--- config.mk ---
export PLATFORM = sky130hd
export DESIGN_NAME = rho_serpar_buffer
export DESIGN_NICKNAME = d
export VERILOG_FILES = /design/src/rtl/rho_serpar_buffer.sv
export SDC_FILE = /design/constraint.sdc
export NUM_CORES = 1
export LEC_CHECK = 0
export BUFFER_PORTS_ARGS = -buffer_cell sky130_fd_sc_hd__clkbuf_2
export CELL_PAD_IN_SITES_DETAIL_PLACEMENT = 2
export CELL_PAD_IN_SITES_GLOBAL_PLACEMENT = 2
export CORE_AREA = 2 2 232 234
export DETAILED_ROUTE_END_ITERATION = 8
export DIE_AREA = 0 0 234 236
export GPL_TIMING_DRIVEN = 0
export PLACE_DENSITY_LB_ADDON = 0.05
export SLEW_MARGIN = 20
export SYNTH_ARGS = -nofsm -noshare
export SYNTH_HDL_FRONTEND = slang
export SYNTH_SLANG_ARGS = --single-unit
--- constraint.sdc ---
create_clock -name clk -period 11.8 [get_ports clk]
set_clock_uncertainty 0.15 [all_clocks]
set_input_delay 0.59 -clock clk [delete_from_list [all_inputs] [get_ports clk]]
set_output_delay 0.59 -clock clk [all_outputs]
set_load 0.005 [all_outputs]
--- src/rtl/rho_serpar_buffer.sv ---
// Share-interleaved serial/parallel buffer that applies the Romulus rho feedback as words stream through.
// Defining RHO_SERPAR_PAD_EN enables auto-padding of partial final blocks; the default build has no PAD state.
module rho_serpar_buffer #(
  parameter int D = 2,
  parameter int W = 32
) (
  input  logic                 clk,
  input  logic                 rst,
  input  logic                 start,
  input  logic                 decrypt,
  input  logic                 out_en,
  input  logic [W-1:0]         pdi_data,
  input  logic [$clog2(W/8):0] pdi_bytes,
  input  logic                 pdi_last,
  input  logic                 pdi_valid,
  output logic                 pdi_ready,
  output logic [W-1:0]         pdo_data,
  output logic                 pdo_valid,
  input  logic                 pdo_ready,
  input  logic                 load_core,
  input  logic [128*D-1:0]     data_core,
  output logic [128*D-1:0]     state,
  output logic                 blk_done
);
  localparam int NW = 128 / W;
  localparam int NT = NW * D;
  localparam int NB = W / 8;
  localparam int CW = $clog2(NT + 1);
  localparam int BW = $clog2(NB) + 1;
  localparam logic [CW-1:0] CNT_LAST   = CW'(NT - 1);
  localparam logic [CW-1:0] SHARES     = CW'(D);
  localparam logic [CW-1:0] SHARE_LAST = CW'(D - 1);

`ifdef RHO_SERPAR_PAD_EN
  typedef enum logic [1:0] {S_IDLE, S_ABSORB, S_PAD, S_DONE} fsm_t;
`else
  typedef enum logic [1:0] {S_IDLE, S_ABSORB, S_DONE} fsm_t;
`endif

  fsm_t          fsm_q, fsm_d;
  logic [W-1:0]  buf_q [NT];
  logic [W-1:0]  buf_d [NT];
  logic [W-1:0]  core_w [NT];
  logic [CW-1:0] cnt_q, cnt_d;
  logic [4:0]    len_q, len_d;
  logic          blk_done_q, blk_done_d;

  logic [W-1:0]  top, g_top, pdi_eff, ins_word;
  logic [CW-1:0] share_idx;
  logic          is_share0, is_share_last, xfer, shift_en;
  logic [BW-1:0] bytes_eff;
  logic [5:0]    len_sum;
  logic [4:0]    len_sat;

  assign top = buf_q[0];

  // Slot k*D+s carries word k of share s; both core ports use the same layout.
  for (genvar gi = 0; gi < NW; gi++) begin : g_word
    for (genvar gj = 0; gj < D; gj++) begin : g_share
      assign core_w[gi*D+gj] = data_core[128*(D-gj)-1-gi*W -: W];
      assign state[128*(D-gj)-1-gi*W -: W] = buf_q[gi*D+gj];
    end
  end

  for (genvar gi = 0; gi < NB; gi++) begin : g_gfun
    assign g_top[8*gi +: 8] = {top[8*gi] ^ top[8*gi+7], top[8*gi+7 -: 7]};
  end

  assign pdo_data      = pdi_data ^ g_top;
  assign pdi_ready     = (fsm_q == S_ABSORB) && (!out_en || pdo_ready);
  assign pdo_valid     = (fsm_q == S_ABSORB) && pdi_valid && out_en;
  assign xfer          = pdi_valid && pdi_ready;
  assign blk_done      = blk_done_q;
  assign share_idx     = cnt_q % SHARES;
  assign is_share0     = (share_idx == '0);
  assign is_share_last = (share_idx == SHARE_LAST);
  assign len_sum       = {1'b0, len_q} + 6'(bytes_eff);
  assign len_sat       = (len_sum > 6'd16) ? 5'd16 : len_sum[4:0];

`ifdef RHO_SERPAR_PAD_EN
  localparam logic [CW-1:0] WORD_LAST = CW'(NW - 1);
  logic [CW-1:0] word_idx;
  logic [4:0]    pad_len;
  logic [W-1:0]  pad_word, pdi_sel;

  assign bytes_eff = pdi_bytes;
  assign word_idx  = cnt_q / SHARES;
  // A partial share-0 final word already carries its own byte count in len.
  assign pad_len   = (fsm_q == S_PAD) ? len_q : len_sat;
  assign pad_word  = (is_share0 && (word_idx == WORD_LAST)) ? {{(W-5){1'b0}}, pad_len} : '0;
  assign pdi_sel   = decrypt ? pdo_data : pdi_data;
  for (genvar gi = 0; gi < NB; gi++) begin : g_mask
    assign pdi_eff[W-1-8*gi -: 8] = (pdi_bytes > BW'(gi)) ? pdi_sel[W-1-8*gi -: 8]
                                                           : pad_word[W-1-8*gi -: 8];
  end
`else
  logic unused_bytes;
  assign unused_bytes = ^pdi_bytes;
  assign bytes_eff    = BW'(NB);
  assign pdi_eff      = decrypt ? pdo_data : pdi_data;
`endif

  always_comb begin
    fsm_d    = fsm_q;
    cnt_d    = cnt_q;
    len_d    = len_q;
    shift_en = 1'b0;
    ins_word = pdi_eff ^ top;
    for (int i = 0; i < NT; i++) buf_d[i] = buf_q[i];
    case (fsm_q)
      S_IDLE: begin
        if (load_core) begin
          for (int i = 0; i < NT; i++) buf_d[i] = core_w[i];
        end else if (start) begin
          fsm_d = S_ABSORB;
          cnt_d = '0;
          len_d = '0;
        end
      end
      S_ABSORB: begin
        if (xfer) begin
          shift_en = 1'b1;
          cnt_d    = cnt_q + CW'(1);
          if (is_share0) len_d = len_sat;
          if (cnt_q == CNT_LAST) begin
            fsm_d = S_DONE;
          end else if (is_share_last && pdi_last) begin
`ifdef RHO_SERPAR_PAD_EN
            fsm_d = S_PAD;
`else
            fsm_d = S_DONE;
`endif
          end
        end
      end
`ifdef RHO_SERPAR_PAD_EN
      S_PAD: begin
        shift_en = 1'b1;
        ins_word = pad_word ^ top;
        cnt_d    = cnt_q + CW'(1);
        if (cnt_q == CNT_LAST) fsm_d = S_DONE;
      end
`endif
      S_DONE: begin
        fsm_d = S_IDLE;
        cnt_d = '0;
      end
      default: fsm_d = S_IDLE;
    endcase
    if (shift_en) begin
      for (int i = 0; i < NT - 1; i++) buf_d[i] = buf_q[i+1];
      buf_d[NT-1] = ins_word;
    end
    blk_done_d = (fsm_d == S_DONE);
  end

  always_ff @(posedge clk or posedge rst) begin
    if (rst) begin
      fsm_q      <= S_IDLE;
      cnt_q      <= '0;
      len_q      <= '0;
      blk_done_q <= 1'b0;
      for (int i = 0; i < NT; i++) buf_q[i] <= '0;
    end else begin
      fsm_q      <= fsm_d;
      cnt_q      <= cnt_d;
      len_q      <= len_d;
      blk_done_q <= blk_done_d;
      for (int i = 0; i < NT; i++) buf_q[i] <= buf_d[i];
    end
  end
endmodule

# [After elaboration in Yosys (flattened, before gate mapping)]
# Cells that the tools add are included.
[totals] in_bits=300 regBits=263 output_inout_bits=291 elab_cells=54
[classes] n_eq_ne=7 bitwise=6 reduce_logical=13 muxes=16 n_addsub=1
[op_table] op="$mux 256" count=3
[op_table] op="$xor 32x32->32" count=2
[op_table] op="$mux 32" count=1
[op_table] op="$mux 4" count=3
[op_table] op="$pmux 4 s3" count=1
[op_table] op="$mux 2" count=5
[op_table] op="$ne 2x2->1 const B" count=3
[op_table] op="$logic_and 1x1->1" count=5
[op_table] op="$add 4x1->4 const B" count=1
[op_table] op="$eq 2x2->1 const B" count=2
[op_table] op="$eq 4x3->1 const B" count=1
[op_table] op="$pmux 2 s2" count=1
[op_table] op="$reduce_and 4->1" count=1
[op_table] op="$reduce_bool 2->1" count=2
[op_table] op="$xor 1x1->1" count=4
[op_table] op="$reduce_bool 3->1" count=1
[op_table] op="$eq 2x1->1 const B" count=1
[op_table] op="$logic_not 2->1" count=1
[op_table] op="$mux 1" count=2
[op_table] op="$reduce_and 2->1" count=1
[op_table] op="$logic_not 1->1" count=1
[op_table] op="$logic_or 1x1->1" count=1

# [Depth between registers and ports, before layout]
[logic_depth] word_depth=8 depth_mapped=8

# [Least setup slack after synthesis]
# Ideal clock, no wire load.
[synth_timing] kind="input to register" from="input port pdo_ready" to="register buf_q, in the netlist state[100]" slack_ps=9920 path_buffers=3 required_ps=11526 arrival_time_ps=1606 cell_stages=7 cell_sequence="nand2b_1 and3_1 buf_6 buf_6 buf_6 a22oi_1 nand2_1"
[synth_between] elab_chain_len=7 elab_cells_between_ends=9 cone_classes="3 x mux; 6 x reduce/logical"
[synth_rtl] item="from (decl)" line_no="19" text="input logic pdo_ready,"
[synth_rtl] item="$logic_or 1x1->1 *" line_no="70" text="assign pdi_ready = (fsm_q == S_ABSORB) && (!out_en || pdo_ready);"
[synth_rtl] item="$logic_and 1x1->1 *" line_no="70"
[synth_rtl] item="$logic_and 1x1->1 *" line_no="72" text="assign xfer = pdi_valid && pdi_ready;"
[synth_rtl] item="$mux 1 *" line_no="121" text="if (xfer) begin"
[synth_rtl] item="$mux 1 *" line_no="110" text="case (fsm_q)"
[synth_rtl] item="$reduce_bool 2->1 (no source line)"
[synth_rtl] item="$reduce_and 2->1 (no source line)"
[synth_rtl] item="to (decl)" line_no="41" text="logic [W-1:0] buf_q [NT];"
# Every way passes the cells marked *; elsewhere a longest branch is shown, timed or not.
# A chain may end at the register's enable or synchronous reset.

# [Final worst setup path]
[layout_timing] from="register fsm_q[0]" to="register buf_q, in the netlist state[102]"
[layout_between] elab_chain_len=7 elab_cells_between_ends=10 cone_classes="1 x eq/ne; 3 x mux; 6 x reduce/logical"
[layout_rtl] item="from (decl)" line_no="40" text="fsm_t fsm_q, fsm_d;"
[layout_rtl] item="from (signal assigned)" line_no="165" text="fsm_q <= fsm_d;"
[layout_rtl] item="$eq 2x1->1" line_no="70, 110"
[layout_rtl] item="$logic_and 1x1->1" line_no="70"
[layout_rtl] item="$logic_and 1x1->1" line_no="72"
[layout_rtl] item="$mux 1" line_no="121"
[layout_rtl] item="$mux 1" line_no="110"
[layout_rtl] item="$reduce_bool 2->1 (no source line)"
[layout_rtl] item="$reduce_and 2->1 (no source line)"
# Parallel ways exist; a longest one is shown, timed or not.

==> summary.txt <==
FF+latch area: 6580 µm²
crit end category: register
CTS tree: built
later-pin clock latency in the skew report: 0.55 ns
# Max-Cap Violations: 0
htree depth: 2
Seq/Total Area, Yosys: 53.5%
Setup Viol. Count Final: 0
post-DP HPWL: 56,600 µm
RD Place Congestion: 0.867
Crit Path Category: reg2reg
commonest non-fill, non-tap cell in the layout: clkbuf_2
Final Slew Violations: 0
largest net degree at the start of global routing: 80
critical path cell sequence: buf_2, and3b_1, a21oi_2, buf_2, buf_2, nand2_1, nand2_1
number of global-route vias before repair: 13,800
Post-Syn Nets: 1,586
initial antenna violation count: 19
crit path time final: 2.60 ns
max incr delay on CP: 0.64 ns
core area: 53,100 µm²
FMAX: 384 MHz
Final Hold Fails: 0
Post-synth top flop: dfrtp_1
VDD IR-drop max: 0.120 mV
total gr overflow: 0
Syn-to-layout area delta: 41.4%
CTS buffer count: 36
ANT nets after route: 0
register bit total from synthesis: 263
top post-synthesis cells by area: dfrtp_1, nand2_1, a22oi_1
number of filler cells placed in the layout: 6,091
setup TNS: 0 ns
Synth Cell Area: 12,300 µm²
Reg2Reg Depth: 7
warning count from the yosys run: 0
I/O pin count: 591
router iterations before antenna repair: 7
Pwr Density: 289 nW/µm²
first-pass GRT wire length: 98,600 µm
Synth async-reset ratio: 100%
CTS Sinks: 263
Max clock buf depth: 3
critical path's slowest cell: a21oi_2
gr usage total: 24.9%
CP Data Arrival Time: 2.93 ns
Hold WC Path Type: in2reg
Die Y: 236 µm
Yosys top cell by area: dfrtp_1
Startpoint Class: register
area occupied by multi-input gates: 5180 µm²
most frequent cells in the layout: clkbuf_2, nand2_1, dfrtp_1
CP max FO: 10
Slew @ Worst Pin: 0.787 ns
Hold EP: state[157]
pre-CTS WS: 8.94 ns
Vias: 12,400
Avg WL per Cell: 26.2 µm
data required time at the worst endpoint: 12.13 ns
EDFF count, synth: 0
RSZ-0062 raised after global routing: false
Netlist cell types: 31
share of cells above drive strength 1: 35.9%
Via density: 4.71
crit-path most repeated cell: buf_2
hold_buf cts: 1
Final Cycle Share: 22.1%
# rows: 85
Die X: 234 µm
Root Buffer: clkbuf_16
clk slew on worst S/H paths: 0.06 ns
leak pwr: 0.00925 µW
relative slew slack: 47.6%
cell depth of the worst min-delay path: 3
Remaining DRCs: 0
reg-to-reg setup timing slack: 9.20 ns
initial drt markers: 462
Yosys top cell area share: 53.5%
Cells after Synth: 1,285
worst flop-to-flop path startpoint: fsm_q[0]
status: complete, no violations
Starting Density: 23.2%
Placement Cell Area: 16,200 µm²
Post-CTS Setup Bufs: 0
IO buf count: 586
fin area: 17,400 µm²
Post-layout nets: 2,214
Mean Syn Cell Area: 9.57 µm²
reg2reg end: state[102]
worst setup margin: 9.20 ns
Die ar.: 55,200 µm²
# resized after CTS: 0
final wirelength: 69,400 µm
Hold Crit Start: data_core[157]
## sequential cells by signal (all words and copies together), names as in the netlist
register / flops
top: 32
fsm_q: 2
blk_done: 1
state: 224
cnt_q: 4
## where the power goes
| group | switching [µW] | total (µW) | leakage, µW | internal, µW |
|---|---|---|---|---|
| clock | 439 | 1100 | 0.000581 | 666 |
| sequential | 621 | 1950 | 0.00327 | 1330 |
| combinational | 1140 | 1960 | 0.00540 | 829 |
| total | 2200 | 5020 | 0.00925 | 2830 |
## kinds of logic after synthesis
kind of cell,share of synthesized area [%]
simple gates,16.7
mux,2.93
buf+inv,4.35
xor+xnor,6.98
fa+ha+maj,0.102
flops,53.5
compound gates,15.4
## worst max-delay path: cells and delay by family, from the launching register on
kind | cells | cell delay, ns
buf+inv | 3 | 0.92
simple gates | 3 | 0.44
flops | 1 | 0.37
compound gates | 1 | 0.64
## cell usage after synthesis (all sizes together), types with 3 or more instances
master and instances:
nand3 5, clkbuf 38, xor2 56, nand2 512, xnor2 42, a21oi 3
mux2i 36, dfrtp 263, o21ai 32, buf 52, a22oi 224
## layer usage
metal / vias up / part of all wire, % / global-route usage, %
met3: 100 / 5.9 / 6.21
met2: 374 / 49 / 41.9
li1: 5640 / - / -
met1: 6310 / 42 / 31.0
met5: - / 0.17 / 0
met4: 18 / 2.7 / 8.13
## final cells by class
cell class / count / share of cell area (%)
antenna: 10 / 0.144
buffer: 90 / 3.05
clock buffer: 52 / 6.11
clock inverter: 10 / 0.576
inverter: 1 / 0.0648
multi-input combinational: 931 / 29.8
sequential: 263 / 37.9
tap: 696 / 5.01
timing repair buffer: 590 / 17.4
## stage by stage
step	power, µW	hold WS (ns)	instances	utilization, %
3_5_place_dp	3970	0.347	2570	30.5
5_1_grt	5390	0.0971	2639	32.7
4_1_cts	5120	0.0731	2633	32.7
6_report	5020	0.109	2643	32.8
2_1_floorplan	2680	0.341	1285	-
3_3_place_gp	3910	0.340	2567	30.3
## how the worst max path moves through the flow
stage               from          to  slack, ns
3_3_place_gp         rst   state[99]      -0.60
4_1_cts         fsm_q[0]   state[48]       9.13
5_1_grt         fsm_q[0]  state[202]       9.03
6_report        fsm_q[0]  state[102]       9.20
3_5_place_dp   pdo_ready  state[102]       8.94
2_1_floorplan        rst    blk_done       3.82
Power figures use the tool's default switching activity.
